## config.mk

```make
export PLATFORM = sky130hd
export DESIGN_NAME = spi_slave_controller
export DESIGN_NICKNAME = d
export VERILOG_FILES = /design/src/rtl/spi_slave_pkg.sv /design/src/rtl/spi_slave_sync.sv /design/src/rtl/spi_slave_controller.sv
export SDC_FILE = /design/constraint.sdc
export NUM_CORES = 1
export LEC_CHECK = 0
export BUFFER_PORTS_ARGS = -buffer_cell sky130_fd_sc_hd__buf_2
export CORE_UTILIZATION = 59
export DETAILED_ROUTE_END_ITERATION = 10
export GPL_ROUTABILITY_DRIVEN = 0
export PLACE_DENSITY_LB_ADDON = 0.2
export SLEW_MARGIN = 20
export SYNTH_ARGS = -nofsm -noshare
export SYNTH_HDL_FRONTEND = slang
export SYNTH_HIERARCHICAL = 1
export SYNTH_SLANG_ARGS = --single-unit
```

## constraint.sdc

```tcl
create_clock -name clk -period 3.8 [get_ports clk]
set_input_delay 0.19 -clock clk [delete_from_list [all_inputs] [get_ports clk]]
set_output_delay 0.19 -clock clk [all_outputs]
set_load 0.01 [all_outputs]
```

## src/rtl/spi_slave_pkg.sv

```systemverilog
`default_nettype none
// +----------------------------------------------------------------------+
// | spi_slave_pkg : opcodes, FSM encoding and status bit positions       |
// | Rev 1.0                                                              |
// +----------------------------------------------------------------------+
package spi_slave_pkg;

  localparam logic [7:0] SPI_OP_WR  = 8'h02;
  localparam logic [7:0] SPI_OP_RD  = 8'h0B;
  localparam logic [7:0] SPI_OP_QWR = 8'h38;
  localparam logic [7:0] SPI_OP_QRD = 8'hEB;

  typedef enum logic [2:0] {
    ST_IDLE   = 3'd0,
    ST_CMD    = 3'd1,
    ST_ADDR   = 3'd2,
    ST_DUMMY  = 3'd3,
    ST_WDATA  = 3'd4,
    ST_RDATA  = 3'd5,
    ST_IGNORE = 3'd6
  } spi_state_e;

  localparam int STAT_OVERFLOW = 0;
  localparam int STAT_UNDERRUN = 1;
  localparam int STAT_ILLEGAL  = 2;

endpackage
`default_nettype wire

```

## src/rtl/spi_slave_sync.sv

```systemverilog
`default_nettype none
// +----------------------------------------------------------------------+
// | spi_slave_sync : pin synchronizers with sclk and csn edge detection  |
// | Rev 1.0                                                              |
// +----------------------------------------------------------------------+
module spi_slave_sync #(
  parameter int SYNC_STAGES = 2
) (
  input  logic       clk,
  input  logic       rstn,
  input  logic       spi_sclk,
  input  logic       spi_csn,
  input  logic [3:0] spi_sdi,
  output logic       sclk_rise,
  output logic       sclk_fall,
  output logic       csn_fall,
  output logic       csn_s,
  output logic [3:0] sdi_s
);

  logic [SYNC_STAGES-1:0]      r_sclk_q;
  logic [SYNC_STAGES-1:0]      r_csn_q;
  logic [SYNC_STAGES-1:0][3:0] r_sdi_q;
  logic                        r_sclk_d;
  logic                        r_csn_d;

  // csn resets low so a reset mid-frame cannot fake a new falling edge
  always_ff @(posedge clk or negedge rstn) begin
    if (!rstn) begin
      r_sclk_q <= '0;
      r_csn_q  <= '0;
      r_sdi_q  <= '0;
      r_sclk_d <= 1'b0;
      r_csn_d  <= 1'b0;
    end else begin
      r_sclk_q <= {r_sclk_q[SYNC_STAGES-2:0], spi_sclk};
      r_csn_q  <= {r_csn_q[SYNC_STAGES-2:0], spi_csn};
      r_sdi_q  <= {r_sdi_q[SYNC_STAGES-2:0], spi_sdi};
      r_sclk_d <= r_sclk_q[SYNC_STAGES-1];
      r_csn_d  <= r_csn_q[SYNC_STAGES-1];
    end
  end

  assign sclk_rise = r_sclk_q[SYNC_STAGES-1] & ~r_sclk_d;
  assign sclk_fall = ~r_sclk_q[SYNC_STAGES-1] & r_sclk_d;
  assign csn_fall  = ~r_csn_q[SYNC_STAGES-1] & r_csn_d;
  assign csn_s     = r_csn_q[SYNC_STAGES-1];
  assign sdi_s     = r_sdi_q[SYNC_STAGES-1];

endmodule
`default_nettype wire

```

## src/rtl/spi_slave_controller.sv

```systemverilog
`default_nettype none
// +----------------------------------------------------------------------+
// | spi_slave_controller : std/quad SPI target, cmd/addr/dummy/data      |
// | Rev 1.0                                                              |
// +----------------------------------------------------------------------+
module spi_slave_controller
  import spi_slave_pkg::*;
#(
  parameter int DUMMY_CYCLES = 8,
  parameter int SYNC_STAGES  = 2
) (
  input  logic        clk,
  input  logic        rstn,
  input  logic        spi_sclk,
  input  logic        spi_csn,
  input  logic [3:0]  spi_sdi,
  output logic [3:0]  spi_sdo,
  output logic [3:0]  spi_oe,
  output logic [31:0] wr_addr,
  output logic [31:0] wr_data,
  output logic        wr_valid,
  input  logic        wr_ready,
  output logic [31:0] rd_addr,
  output logic        rd_req,
  input  logic [31:0] rd_data,
  input  logic        rd_valid,
  output logic        eot,
  output logic [2:0]  status,
  input  logic        status_clr
);

  logic       w_rise, w_fall, w_csn_fall, w_csn;
  logic [3:0] w_sdi;

  spi_slave_sync #(.SYNC_STAGES(SYNC_STAGES)) u_sync (
    .clk       (clk),
    .rstn      (rstn),
    .spi_sclk  (spi_sclk),
    .spi_csn   (spi_csn),
    .spi_sdi   (spi_sdi),
    .sclk_rise (w_rise),
    .sclk_fall (w_fall),
    .csn_fall  (w_csn_fall),
    .csn_s     (w_csn),
    .sdi_s     (w_sdi)
  );

  spi_state_e  r_state, w_state_nxt;
  logic [5:0]  r_bit_cnt, w_step, w_cnt_nxt;
  logic [7:0]  r_dummy_cnt;
  logic        r_quad, r_read;
  logic [31:0] r_sh_in, w_sh_nxt;
  logic [31:0] r_sdo_sh, r_hold, r_waddr, r_rd_addr, r_wr_addr, r_wr_data;
  logic        r_hold_vld, r_wr_valid, r_rd_req, r_eot;
  logic [2:0]  r_status, w_evt;
  logic        w_abort, w_bit_en, w_cmd_done, w_addr_done, w_word_done, w_load, w_shout;
  logic        w_op_ok, w_op_quad, w_op_read;

  assign w_step    = r_quad ? 6'd4 : 6'd1;
  assign w_cnt_nxt = r_bit_cnt + w_step;
  assign w_sh_nxt  = r_quad ? {r_sh_in[27:0], w_sdi} : {r_sh_in[30:0], w_sdi[0]};

  always_ff @(posedge clk or negedge rstn) begin
    if (!rstn) r_state <= ST_IDLE;
    else       r_state <= w_state_nxt;
  end

  always_comb begin
    w_state_nxt = r_state;
    w_abort     = 1'b0;
    w_bit_en    = 1'b0;
    w_cmd_done  = 1'b0;
    w_addr_done = 1'b0;
    w_word_done = 1'b0;
    w_load      = 1'b0;
    w_shout     = 1'b0;
    w_op_ok     = 1'b0;
    w_op_quad   = 1'b0;
    w_op_read   = 1'b0;
    if (r_state != ST_IDLE && w_csn) begin
      w_abort     = 1'b1;
      w_state_nxt = ST_IDLE;
    end else begin
      case (r_state)
        ST_IDLE: if (w_csn_fall) w_state_nxt = ST_CMD;
        ST_CMD: begin
          w_bit_en = w_rise;
          if (w_rise && w_cnt_nxt == 6'd8) begin
            w_cmd_done = 1'b1;
            case (w_sh_nxt[7:0])
              SPI_OP_WR:  w_op_ok = 1'b1;
              SPI_OP_RD:  begin w_op_ok = 1'b1; w_op_read = 1'b1; end
              SPI_OP_QWR: begin w_op_ok = 1'b1; w_op_quad = 1'b1; end
              SPI_OP_QRD: begin w_op_ok = 1'b1; w_op_quad = 1'b1; w_op_read = 1'b1; end
              default:    w_op_ok = 1'b0;
            endcase
            w_state_nxt = w_op_ok ? ST_ADDR : ST_IGNORE;
          end
        end
        ST_ADDR: begin
          w_bit_en = w_rise;
          if (w_rise && w_cnt_nxt == 6'd32) begin
            w_addr_done = 1'b1;
            w_state_nxt = r_read ? ST_DUMMY : ST_WDATA;
          end
        end
        ST_DUMMY:
          if (w_rise && r_dummy_cnt == 8'(DUMMY_CYCLES - 1)) w_state_nxt = ST_RDATA;
        ST_WDATA: begin
          w_bit_en    = w_rise;
          w_word_done = w_rise && (w_cnt_nxt == 6'd32);
        end
        ST_RDATA: begin
          w_bit_en = w_rise;
          // bit count zero on a fall means the master has consumed a whole word
          w_load   = w_fall && (r_bit_cnt == 6'd0);
          w_shout  = w_fall && (r_bit_cnt != 6'd0);
        end
        ST_IGNORE: w_state_nxt = ST_IGNORE;
        default:   w_state_nxt = ST_IDLE;
      endcase
    end
  end

  always_comb begin
    w_evt                = 3'b000;
    w_evt[STAT_OVERFLOW] = w_word_done & r_wr_valid & ~wr_ready;
    w_evt[STAT_UNDERRUN] = w_load & ~rd_valid & ~r_hold_vld;
    w_evt[STAT_ILLEGAL]  = w_cmd_done & ~w_op_ok;
  end

  always_ff @(posedge clk or negedge rstn) begin
    if (!rstn) begin
      r_bit_cnt   <= 6'd0;
      r_dummy_cnt <= 8'd0;
      r_quad      <= 1'b0;
      r_read      <= 1'b0;
      r_sh_in     <= 32'd0;
      r_sdo_sh    <= 32'd0;
      r_hold      <= 32'd0;
      r_hold_vld  <= 1'b0;
      r_waddr     <= 32'd0;
      r_rd_addr   <= 32'd0;
      r_wr_addr   <= 32'd0;
      r_wr_data   <= 32'd0;
      r_wr_valid  <= 1'b0;
      r_rd_req    <= 1'b0;
      r_eot       <= 1'b0;
      r_status    <= 3'b000;
    end else begin
      r_rd_req <= 1'b0;
      r_eot    <= w_abort;
      r_status <= (status_clr ? 3'b000 : r_status) | w_evt;
      if (r_wr_valid && wr_ready) r_wr_valid <= 1'b0;
      if (rd_valid) begin
        r_hold     <= rd_data;
        r_hold_vld <= 1'b1;
      end
      if (w_abort) begin
        r_bit_cnt  <= 6'd0;
        r_hold_vld <= 1'b0;
      end
      if (r_state == ST_IDLE && w_csn_fall) begin
        r_bit_cnt <= 6'd0;
        r_quad    <= 1'b0;
        r_read    <= 1'b0;
      end
      if (w_bit_en) begin
        r_sh_in   <= w_sh_nxt;
        r_bit_cnt <= (w_cmd_done || w_cnt_nxt == 6'd32) ? 6'd0 : w_cnt_nxt;
      end
      if (w_cmd_done) begin
        r_quad <= w_op_quad;
        r_read <= w_op_read;
      end
      if (w_addr_done) begin
        r_waddr     <= w_sh_nxt;
        r_rd_addr   <= w_sh_nxt;
        r_dummy_cnt <= 8'd0;
        r_sdo_sh    <= 32'd0;
        if (r_read) begin
          r_rd_req   <= 1'b1;
          r_hold_vld <= 1'b0;
        end
      end
      if (r_state == ST_DUMMY && w_rise && !w_abort) r_dummy_cnt <= r_dummy_cnt + 8'd1;
      if (w_word_done) begin
        r_wr_data  <= w_sh_nxt;
        r_wr_addr  <= r_waddr;
        r_waddr    <= r_waddr + 32'd4;
        r_wr_valid <= 1'b1;
      end
      if (w_load) begin
        r_sdo_sh   <= rd_valid ? rd_data : (r_hold_vld ? r_hold : 32'd0);
        r_rd_addr  <= r_rd_addr + 32'd4;
        r_rd_req   <= 1'b1;
        r_hold_vld <= 1'b0;
      end else if (w_shout) begin
        r_sdo_sh <= r_quad ? {r_sdo_sh[27:0], 4'h0} : {r_sdo_sh[30:0], 1'b0};
      end
    end
  end

  assign spi_oe   = (r_state == ST_RDATA) ? (r_quad ? 4'b1111 : 4'b0010) : 4'b0000;
  assign spi_sdo  = spi_oe & (r_quad ? r_sdo_sh[31:28] : {2'b00, r_sdo_sh[31], 1'b0});
  assign wr_addr  = r_wr_addr;
  assign wr_data  = r_wr_data;
  assign wr_valid = r_wr_valid;
  assign rd_addr  = r_rd_addr;
  assign rd_req   = r_rd_req;
  assign eot      = r_eot;
  assign status   = r_status;

endmodule
`default_nettype wire
```

* Word level (Yosys, flattened, before mapping) *
Cells that the tools add are included.

storage, ports and cells
  latch bits = 0
  logic and storage cells = 163
  memory bits (writable) = 0
  input bits = 43
  bits in registers = 263
  bits in read-only memories = 0
  memories = 0

cells by class
  shift operators = 0
  add/sub/neg operators = 4
  reduce and logical (&&, ||, !) cells = 29
  divide/modulo/power cells = 0
  multipliers = 0
  multiplexer cells = 72
  equality and inequality tests = 18
  magnitude comparators = 0
  bitwise operators = 17

operators with widths
  cell                     number
  $mux W32                 10
  $add A32 B3 Y32 const B  2
  $mux W1                  43
  $mux W3                  9
  $mux W6                  4
  $pmux W3 S6              1
  $mux W8                  2
  $mux W4                  3
  $ne A3 B3 Y1 const B     4
  $logic_and A1 B1 Y1      10
  $reduce_bool A2 Y1       5
  $eq A3 B3 Y1 const B     3
  $reduce_bool A3 Y1       3
  $add A8 B1 Y8 const B    1
  $and A1 B1 Y1            8
  $eq A8 B2 Y1 const B     1
  $eq A8 B3 Y1 const B     1
  $eq A8 B4 Y1 const B     1
  $eq A8 B6 Y1 const B     1
  $eq A8 B8 Y1 const B     1
  $reduce_or A4 Y1         2
  $not A1 Y1               7
  $add A6 B3 Y6            1
  $eq A3 B2 Y1 const B     2
  other kinds (13)         15

* Logic depth before layout (Yosys ltp) *
Gate-level depths: netlist of the first run.

  word-level depth = 13
  gate-level depth with buffers = 13

* Hierarchy *
Netlist of the first run, hierarchy kept.

modules (own cells, without submodules)
  module                sequential area each (µm²)  area each (µm²)  cells each  times used
  spi_slave_controller  6,231.0                     12,270.5         1,299       1
  spi_slave_sync        350.3                       401.6            21          1

* Least setup slack after synthesis of the first run *
No wires, ideal clock.

  path type = flip-flop to flip-flop
  start = register r_quad
  end = register r_waddr[21]
  cell stages (with the launch flop) = 13
  clock period less this slack = 2,871 ps
  setup time = 137 ps
  setup slack = 929 ps
  arrival = 2,735 ps
  data required time = 3,663 ps
  cell sequence = dfrtp_1 > clkbuf_1 > clkinv_1 > ha_1 > ha_1 > and3_1 > o22ai_1 > a211o_1 > buf_6 > clkbuf_1 > nor2_1 > o21ai_0 > o211ai_1

between the ends
  cells in the longest elaborated chain, start to end = 8
  elaborated cells on any way between the ends = 13
  classes of those cells = add/sub (1); eq/ne (1); mux (9); reduce/logical (2)

ends and longest elaborated chain
  item                          RTL line                                                  text
  start: declaration            spi_slave_controller.sv:51                                logic r_quad, r_read;
  start signal: assignment      spi_slave_controller.sv:173                               r_quad <= w_op_quad;
  $mux W3                       spi_slave_controller.sv:59                                assign w_step = r_quad ? 6'd4 : 6'd1;
  $add A6 B3 Y6                 spi_slave_controller.sv:60                                assign w_cnt_nxt = r_bit_cnt + w_step;
  $eq A6 B6 Y1                  spi_slave_controller.sv:102, spi_slave_controller.sv:111
  $logic_and A1 B1 Y1           spi_slave_controller.sv:102, spi_slave_controller.sv:111
  $mux W1                       spi_slave_controller.sv:102                               if (w_rise && w_cnt_nxt == 6'd32) begin
  $mux W1                       spi_slave_controller.sv:84                                case (r_state)
  $mux W1                       spi_slave_controller.sv:80                                if (r_state != ST_IDLE && w_csn) begin
  $reduce_bool A2 Y1 (no line)  n/a
  end signal: assignment        spi_slave_controller.sv:177                               r_waddr <= w_sh_nxt;
  end signal: assignment        spi_slave_controller.sv:190                               r_waddr <= r_waddr + 32'd4;
  end: declaration              spi_slave_controller.sv:53                                logic [31:0] r_sdo_sh, r_hold, r_waddr, r_rd_addr, r_wr_addr, r_wr_data;

Parallel ways exist; a longest one is shown, timed or not. The select of a mux whose other input is x is not followed.
A chain may end at the register's enable or synchronous reset.

* Final worst setup path of the first run *
  start = register r_quad
  end = register r_wr_data[28], in the netlist wr_data[28]

between the ends
  cells in the longest elaborated chain, start to end = 6
  elaborated cells on any way between the ends = 7
  classes of those cells = add/sub (1); eq/ne (1); mux (4); reduce/logical (1)

ends and longest elaborated chain
  item                    RTL line                     text
  $mux W3                 spi_slave_controller.sv:59
  $add A6 B3 Y6           spi_slave_controller.sv:60
  $eq A6 B6 Y1            spi_slave_controller.sv:111  w_word_done = w_rise && (w_cnt_nxt == 6'd32);
  $logic_and A1 B1 Y1     spi_slave_controller.sv:111
  $mux W1                 spi_slave_controller.sv:84
  $mux W1                 spi_slave_controller.sv:80
  end signal: assignment  spi_slave_controller.sv:188  r_wr_data <= w_sh_nxt;
  end: declaration        spi_slave_controller.sv:53

Parallel ways exist; a longest one is shown, timed or not.

==> results of run 1 <==
## worst max-delay path by stage
stage                       from          end  slack [ps]
after floorplan           r_quad  r_waddr[21]         930
after global placement    r_quad   r_waddr[2]         620
after detailed placement  r_quad   wr_data[9]         530
after CTS                 r_quad   wr_data[4]         520
after global routing      r_quad   r_waddr[2]         240
final                     r_quad  wr_data[28]         490
## cell type report
type	instances	area share, %
clock buffer	36	4.90
clock inverter	12	0.740
tap	275	2.31
inverter	16	0.403
multi-input combinational	957	38.2
sequential	263	44.2
timing repair buffer	214	9.23
## state kept, by name, indices dropped and copies added, names as in the netlist
register	flops
u_sync/r_csn_q	2
r_quad	1
rd_addr	32
r_read	1
u_sync/r_csn_d	1
r_sdo_sh	32
r_state	3
wr_valid	1
u_sync/r_sclk_q	2
wr_addr	32
r_bit_cnt	6
r_hold	32
eot	1
u_sync/sdi_s	4
u_sync/r_sdi_q	4
r_hold_vld	1
rd_req	1
r_dummy_cnt	8
wr_data	32
status	3
r_waddr	32
r_sh_in	31
u_sync/r_sclk_d	1
## cell families after synthesis
family | count (synthesis) | synth area share (%)
and+or+nand+nor | 558 | 20.3
AOI/OAI and AO/OA | 285 | 14.5
DFF | 263 | 51.9
buffers and inverters | 100 | 3.53
muxes | 100 | 8.55
xor gates and xnor gates | 7 | 0.484
adders and majority gates | 7 | 0.671
## repair_timing
| action | 4_1_cts | 5_1_grt |
|---|---|---|
| endpoints found under the setup margin | 0 | 0 |
| hold buffers | 40 | 0 |
| hold endpoints to repair | 164 | 0 |
| setup buffers | 0 | 0 |
## where the power goes
part,switching [mW],internal (mW)
registers,0.244,3.05
logic,0.491,0.406
clock network,1.08,1.48
total,1.82,4.94
## critical path, stage by stage, from the launching register on
cell and delay, ps:
dfrtp_2 370, clkinv_1 260, ha_1 310, ha_1 220, and3_1 190, o22ai_1 560, a211o_2 540, buf_4 510
o21ai_0 180
## layout by cell type, fill, tap and decap left out, types with 8 or more instances in the layout
cell type,Yosys,routed
o21ai_0,123,123
buf_4,7,19
and3_1,16,16
nand2_1,235,235
a221oi_1,29,29
buf_2,18,151
nor4_1,10,10
or3_1,12,12
a31oi_1,17,17
nand4_1,22,22
clkbuf_16,0,27
mux2_2,66,66
and2_1,11,11
nand3_1,49,48
nor3_1,21,21
dlygate4sd3_1,0,40
clkinv_2,0,10
dfrtp_1,263,262
o211ai_1,28,28
mux2i_1,34,34
a21oi_1,32,31
nand4b_1,8,8
inv_1,14,14
nand2b_1,20,20
nor2_1,122,120
## cells in the mapped netlist, types with 5 or more instances
library cell / number
nand4b_1: 8
xor2_1: 5
and2_1: 11
dfrtp_1: 263
a21oi_1: 32
o21ai_0: 123
nand3_1: 49
o211ai_1: 28
buf_4: 7
nor2_1: 122
nor3_1: 21
a31oi_1: 17
nand2_1: 235
nand4_1: 22
nor2b_1: 7
and3_1: 16
mux2i_1: 34
ha_1: 6
inv_1: 14
clkbuf_1: 51
o21ai_1: 5
a221oi_1: 29
nor4_1: 10
buf_2: 18
or3_1: 12
mux2_2: 66
or4_1: 7
nand2b_1: 20
## metal layers
layer | wire [um] | share of wire, % | vias up
li1 | - | - | 5048
met1 | 14500 | 43 | 5253
met5 | 0 | 0 | -
met4 | 847 | 2.5 | 0
met3 | 3150 | 9.4 | 87
met2 | 15100 | 45 | 538
## stage by stage
stage	util (%)	hold slack [ps]	worst slack [ps]	total power [mW]
global route	70.8	80.4	238	7.03
floorplan	-	-106	929	3.85
detailed placement	64.9	299	526	4.18
global placement	64.9	298	624	4.15
finish	70.8	63.7	489	6.75
CTS	70.8	44.8	522	6.76
==> flow_metrics.env, run 1 <==
export IMPL_finalCriticalPeriod_ps=3310
export IMPL_vias=10900
export IMPL_h_tree_depth=1
export IMPL_synth_area_leader_cell="dfrtp_1"
export IMPL_ys_flop_type="dfrtp_1"
export IMPL_synth_area_per_cell_um2=9.60
export IMPL_rr_endpoint="wr_data[28]"
export IMPL_hpwlAfterDp_um=22900
export IMPL_clk_pin_slew_worst_paths_ps=60
export IMPL_fin_area_um2=14900
export IMPL_yosys_area_top_type_share_pct=51.9
export IMPL_initial_core_util_pct=60.3
export IMPL_hold_depth=3
export IMPL_setup_tns_ps=0
export IMPL_dr_pass1_iters=6
export IMPL_post_route_period_util_pct=87.1
export IMPL_grt_util_met1_pct=46.0
export IMPL_io_pins=153
export IMPL_mappedNetlistArea_um2=12700
export IMPL_grt_pass1_wl_um=54200
export IMPL_critPathMaxFanout=59
export IMPL_synth_sequential_area_ratio_pct=51.9
export IMPL_worst_ep_arrival_time_ps=3690
export IMPL_rsz0062_at_grt="no"
export IMPL_cts_tree="done"
export IMPL_min_to="status[2]"
export IMPL_antenna_left=0
export IMPL_grt_max_degree=128
export IMPL_synth_seq_cells=263
export IMPL_yosys_top_cells_area="dfrtp_1 (52%), nand2_1 (7.0%), mux2_2 (5.9%)"
export IMPL_top_usage_layer="met2"
export IMPL_rrSetupSlack_ps=490
export IMPL_drv_cap=0
export IMPL_wl_um=33600
export IMPL_fmax_ghz=0.302
export IMPL_maxSlewHeadroom_pct=24.6
export IMPL_die_w_um=149
export IMPL_worst_slew_pin_slew_ps=1120
export IMPL_crit_type="register to register"
export IMPL_hp_start="status_clr"
export IMPL_coreArea_um2=21000
export IMPL_avgViaCountPerCell=6.16
export IMPL_fin_nets=1528
export IMPL_status="complete, no violations"
export IMPL_place_area_um2=13600
export IMPL_grt_pass1_vias=10100
export IMPL_clock_latency_ps=530
export IMPL_end_kind="register"
export IMPL_p_per_area_nw_per_um2=454
export IMPL_crit_path_start_kind="register"
export IMPL_crit_required_ps=4180
export IMPL_ctsResizeCount=0
export IMPL_placed_cells=1685
export IMPL_synth_cell_types=72
export IMPL_multi_input_area_um2=5690
export IMPL_drc=0
export IMPL_reg2regPathDepth=8
export IMPL_n_fill_cell=1596
export IMPL_root_buffer="clkbuf_16"
export IMPL_syn_nets=1369
export IMPL_antenna_cells=0
export IMPL_use_met2_pct=46.7
export IMPL_ir_worst_vdd_mv=0.325
export IMPL_hold_viol=0
export IMPL_clock_path_buffers=3
export IMPL_grt_usage_pct=31.0
export IMPL_fin_cells=1773
export IMPL_ys_warnings_count=6
export IMPL_syn2layout_area_growth_pct=17.5
export IMPL_hold_path_class="input port to register"
export IMPL_synthCells=1320
export IMPL_die_h_um=149
export IMPL_synthArstFlopShare_pct=100
export IMPL_setup_viol=0
export IMPL_grt_ovfl_total=0
export IMPL_r2r_start="r_quad"
export IMPL_grt_use_met3_pct=6.07
export IMPL_wl_per_cell_um=19.0
export IMPL_finClkSkew_ps=18.1
export IMPL_slew_viol_final=0
export IMPL_die_area_um2=22100
export IMPL_drt_iter0_drc=1079
export IMPL_clock_sinks=263
export IMPL_numCtsBuffers=27
export IMPL_synth_edf_count=0
export IMPL_io_buffers=152
export IMPL_register_area_um2=6580
export IMPL_num_rows=53
export IMPL_leakage_nw=7.02
export IMPL_drive_gt1_share_pct=20.2
export IMPL_antenna_found_initial=0
(Power assumes the default switching activity.)
==> run 2: changes to the inputs <==
Clock period 3.8 ns to 3.57 ns, I/O delays scaled along.
==> flow_metrics.env, run 2 (synthesis gave the netlist of run 1 again) <==
export IMPL_status="complete, no violations"
export IMPL_drt_iter0_drc=1179
export IMPL_antenna_cells=0
export IMPL_top_usage_layer="met2"
export IMPL_grt_pass1_vias=10500
export IMPL_p_total_mw=7.42
export IMPL_clock_sinks=263
export IMPL_finalCriticalPeriod_ps=3090
export IMPL_grt_ovfl_total=0
export IMPL_fin_area_um2=15000
export IMPL_grt_pass1_wl_um=55800
export IMPL_p_per_area_nw_per_um2=493
export IMPL_cts_setup_buffers=0
export IMPL_p_sw_share_pct=26.5
export IMPL_die_h_um=149
export IMPL_root_buffer="clkbuf_16"
export IMPL_maxSlewHeadroom_pct=35.0
export IMPL_io_buffers=152
export IMPL_drc=0
export IMPL_seqPwrFrac_pct=47.5
export IMPL_crit_required_ps=4030
export IMPL_final_cell_mix="dfrtp_1 (262), nand2_1 (235), buf_2 (151)"
export IMPL_crit_path_start_kind="register"
export IMPL_antenna_left=0
export IMPL_worst_slew_pin_slew_ps=975
export IMPL_ctsResizeCount=0
export IMPL_wl_per_cell_um=19.6
export IMPL_grt_use_met3_pct=4.60
export IMPL_place_area_um2=13700
export IMPL_antenna_found_initial=0
export IMPL_hpwlAfterDp_um=23700
export IMPL_layout_commonest_cell="dfrtp_1"
export IMPL_clock_latency_ps=540
export IMPL_io_pins=153
export IMPL_setup_viol=0
export IMPL_crit_type="register to register"
export IMPL_grt_util_met1_pct=47.1
export IMPL_fin_cells=1784
export IMPL_switching_power_mw=1.97
export IMPL_cts_hold_buf=40
export IMPL_slew_viol_final=0
export IMPL_clockPowerShare_pct=39.3
export IMPL_hold_path_class="input port to register"
export IMPL_syn2layout_area_growth_pct=18.7
export IMPL_worst_ep_arrival_time_ps=3550
export IMPL_avgViaCountPerCell=6.25
export IMPL_fin_nets=1540
export IMPL_num_rows=53
export IMPL_finalWorstSetupSlack_ps=481
export IMPL_h_tree_depth=1
export IMPL_post_route_period_util_pct=86.5
export IMPL_cts_tree="done"
export IMPL_die_area_um2=22100
export IMPL_coreArea_um2=21000
export IMPL_leakage_nw=7.11
export IMPL_die_w_um=149
export IMPL_use_met2_pct=48.9
export IMPL_placed_cells=1697
export IMPL_clk_pin_slew_worst_paths_ps=60
export IMPL_numCtsBuffers=27
export IMPL_grt_max_degree=114
export IMPL_setup_tns_ps=0
export IMPL_drv_cap=0
export IMPL_n_fill_cell=1590
export IMPL_ir_worst_vdd_mv=0.534
export IMPL_drive_gt1_share_pct=21.0
export IMPL_hold_viol=0
export IMPL_p_int_mw=5.45
export IMPL_grt_usage_pct=32.1
export IMPL_end_kind="register"
export IMPL_finClkSkew_ps=8.77
export IMPL_critPathMaxFanout=51
export IMPL_preCtsSetupSlack_ps=505
export IMPL_rsz0062_at_grt="no"
export IMPL_comb_power_share_pct=13.2
export IMPL_vias=11200
export IMPL_dr_pass1_iters=7
export IMPL_fmax_ghz=0.324
export IMPL_initial_core_util_pct=60.3
export IMPL_clock_path_buffers=3
export IMPL_wl_um=34900
## run 2: cell types whose count changed in the layout (fill, tap and decap cells not counted), sizes merged
cell,change
inv,+1
bufinv,+1
clkbuf,+2
clkinv,-5
buf,+12
## run 2: per-layer routing
layer  wire, um  vias to the layer above
li1           -                     5066
met1      14800                     5407
met2      15900                      583
met3       3050                      100
met4       1160                        0
met5          0                        -
## run 2: layout make-up
type                            instances  area [um^2]  share of cell area, %
Timing Repair Buffer                  226         1440                   9.57
Clock inverter                          9          128                  0.849
Clock buffer                           38          797                   5.30
Sequential cell                       263         6580                   43.8
Multi-Input combinational cell        957         5690                   37.8
Inverter                               16         60.1                  0.399
Tap cell                              275          344                   2.29
## run 2: worst max-delay path: stages, from the launching register on
cell      delay, ps
dfrtp_1         410
ha_1            370
a31o_1          360
nor3_1          630
o211ai_2        310
nor2_4          140
buf_4           440
nand4_1         150
o211ai_1        180
## run 2: worst paths after layout
check / start / end / slack, ps / cells after the start
worst max-delay path: r_bit_cnt[2] / r_waddr[8] / 480 / 8
worst min-delay path: status_clr / status[2] / 40 / 3
worst max register to register: r_bit_cnt[2] / r_waddr[8] / 480 / 8
min in group asynchronous: rstn / wr_addr[7] / 290 / 2
max in group asynchronous: rstn / r_hold[20] / 2220 / 3
worst min register to register: u_sync/r_csn_q[0] / u_sync/r_csn_q[1] / 350 / 0
## run 2: power groups by stage
stage	Sequential, mW	Combinational (mW)	Clock [mW]
6_report	3.52	0.977	2.92
5_1_grt	3.55	1.08	3.06
4_1_cts	3.50	0.963	2.95
3_5_place_dp	3.55	0.916	0
3_3_place_gp	3.53	0.886	0
2_1_floorplan	3.44	0.663	0
## run 2: metrics by stage
step / hold slack, ps / util, %
floorplan: -117 / -
global placement: 286 / 65.2
detailed placement: 288 / 65.2
CTS: 21.6 / 71.5
global route: 41.8 / 71.5
finish: 44.8 / 71.5
==> run 3: changes to the inputs <==
Settings changed: HOLD_SLACK_MARGIN set to 0.05.
==> flow_metrics.env, run 3 (synthesis gave the netlist of run 1 again) <==
export IMPL_status="complete, no violations"
export IMPL_io_buffers=152
export IMPL_wl_um=34800
export IMPL_antenna_cells=0
export IMPL_final_cell_mix="dfrtp_1 (262), nand2_1 (235), buf_2 (151)"
export IMPL_drv_cap=0
export IMPL_leakage_nw=7.12
export IMPL_worst_slew_pin_slew_ps=978
export IMPL_grt_pass1_vias=10500
export IMPL_antenna_found_initial=0
export IMPL_end_kind="register"
export IMPL_switching_power_mw=1.96
export IMPL_grt_ovfl_total=0
export IMPL_setup_viol=0
export IMPL_cts_hold_buf=41
export IMPL_cp_cell_sequence="ha_1, a31o_1, nor3_1, o211ai_2, nor2_4, buf_4, nand4_1, o211ai_1"
export IMPL_cts_setup_buffers=0
export IMPL_seqPwrFrac_pct=47.5
export IMPL_crit_slowest_cell="nor3_1"
export IMPL_hold_viol=0
export IMPL_die_w_um=149
export IMPL_ctsResizeCount=0
export IMPL_worstSetupStartpoint="r_bit_cnt[2]"
export IMPL_max_stage_delay_ps=620
export IMPL_p_int_mw=5.45
export IMPL_coreArea_um2=21000
export IMPL_fmax_ghz=0.326
export IMPL_clock_sinks=263
export IMPL_drt_iter0_drc=1182
export IMPL_layout_commonest_cell="dfrtp_1"
export IMPL_grt_max_degree=114
export IMPL_crit_path_start_kind="register"
export IMPL_wl_per_cell_um=19.5
export IMPL_fin_nets=1541
export IMPL_clk_pin_slew_worst_paths_ps=60
export IMPL_clock_path_buffers=3
export IMPL_dr_pass1_iters=5
export IMPL_post_route_period_util_pct=85.9
export IMPL_antenna_left=0
export IMPL_maxSlewHeadroom_pct=34.8
export IMPL_finalCriticalPeriod_ps=3070
export IMPL_fin_hold_ws_ps=281
export IMPL_r2r_start="r_bit_cnt[2]"
export IMPL_critPathMaxFanout=51
export IMPL_drc=0
export IMPL_die_area_um2=22100
export IMPL_root_buffer="clkbuf_16"
export IMPL_die_h_um=149
export IMPL_numCtsBuffers=27
export IMPL_utilization_pct=71.6
export IMPL_comb_power_share_pct=13.2
export IMPL_finClkSkew_ps=10.6
export IMPL_num_rows=53
export IMPL_p_sw_share_pct=26.5
export IMPL_vias=11200
export IMPL_n_fill_cell=1587
export IMPL_worst_ep_arrival_time_ps=3520
export IMPL_clockPowerShare_pct=39.3
export IMPL_drive_gt1_share_pct=21.0
export IMPL_crit_required_ps=4030
export IMPL_clock_latency_ps=540
export IMPL_rsz0062_at_grt="no"
export IMPL_grt_pass1_wl_um=55800
export IMPL_p_per_area_nw_per_um2=492
export IMPL_setup_tns_ps=0
export IMPL_ir_worst_vdd_mv=0.541
export IMPL_grt_usage_pct=32.1
export IMPL_hold_path_class="input port to register"
export IMPL_initial_core_util_pct=60.3
export IMPL_avgViaCountPerCell=6.27
export IMPL_crit_type="register to register"
export IMPL_slew_viol_final=0
export IMPL_cts_tree="done"
export IMPL_io_pins=153
export IMPL_hpwlAfterDp_um=23700
export IMPL_h_tree_depth=1
export IMPL_syn2layout_area_growth_pct=18.7
export IMPL_hp_start="spi_sclk"
-- run 3: cell types whose count changed in the layout (fill, tap and decap cells not counted) --
cell           before  now
dlygate4sd3_1      40   41
-- run 3: power groups by stage --
stage               Combinational, mW  Sequential, mW  Clock (mW)
finish                          0.978            3.52        2.91
CTS                             0.964            3.50        2.95
floorplan                       0.663            3.44           0
detailed placement              0.916            3.55           0
global route                     1.08            3.55        3.06
global placement                0.886            3.53           0
-- run 3: area by class of cell --
| type | instances | area, um^2 | area share, % |
|---|---|---|---|
| Sequential cell | 263 | 6580 | 43.7 |
| Multi-Input combinational cell | 957 | 5690 | 37.8 |
| Timing Repair Buffer | 227 | 1450 | 9.63 |
| Clock buffer | 38 | 797 | 5.30 |
| Tap cell | 275 | 344 | 2.29 |
| Clock inverter | 9 | 128 | 0.848 |
| Inverter | 16 | 60.1 | 0.399 |
-- run 3: stage by stage --
step | power [mW] | setup WS, ps | instance area, um^2 | cells
final | 7.41 | 504 | 15000 | 1785
after global routing | 7.69 | 224 | 15000 | 1785
after CTS | 7.42 | 486 | 15000 | 1785
after detailed placement | 4.47 | 505 | 13700 | 1697
after global placement | 4.42 | 607 | 13700 | 1697
after floorplan | 4.10 | 699 | 12700 | 1320
-- run 3: worst paths after layout --
| check | cells after the start | endpoint | slack (ps) |
|---|---|---|---|
| worst max-delay path | 8 | r_waddr[8] | 500 |
| worst min-delay path | 2 | u_sync/r_sclk_q[0] | 280 |
| worst max register to register | 8 | r_waddr[8] | 500 |
| worst min register to register | 0 | u_sync/r_csn_q[1] | 350 |
| max in group asynchronous | 3 | r_hold[20] | 2220 |
| min in group asynchronous | 2 | wr_addr[7] | 290 |
-- run 3: critical path: cells and delay by family (launching register included) --
kind	cells	cell delay (ps)
simple gates	3	900
compound gates	3	840
buf+inv	1	440
flops	1	410
fa+ha+maj	1	360
-- run 3: per-layer routing --
layer | vias up | global-route usage (%) | share of wire, %
met2 | 614 | 49.0 | 45
li1 | 5063 | - | -
met3 | 112 | 4.60 | 9.0
met5 | - | 0 | 0
met1 | 5404 | 47.1 | 42
met4 | 0 | 11.3 | 3.5
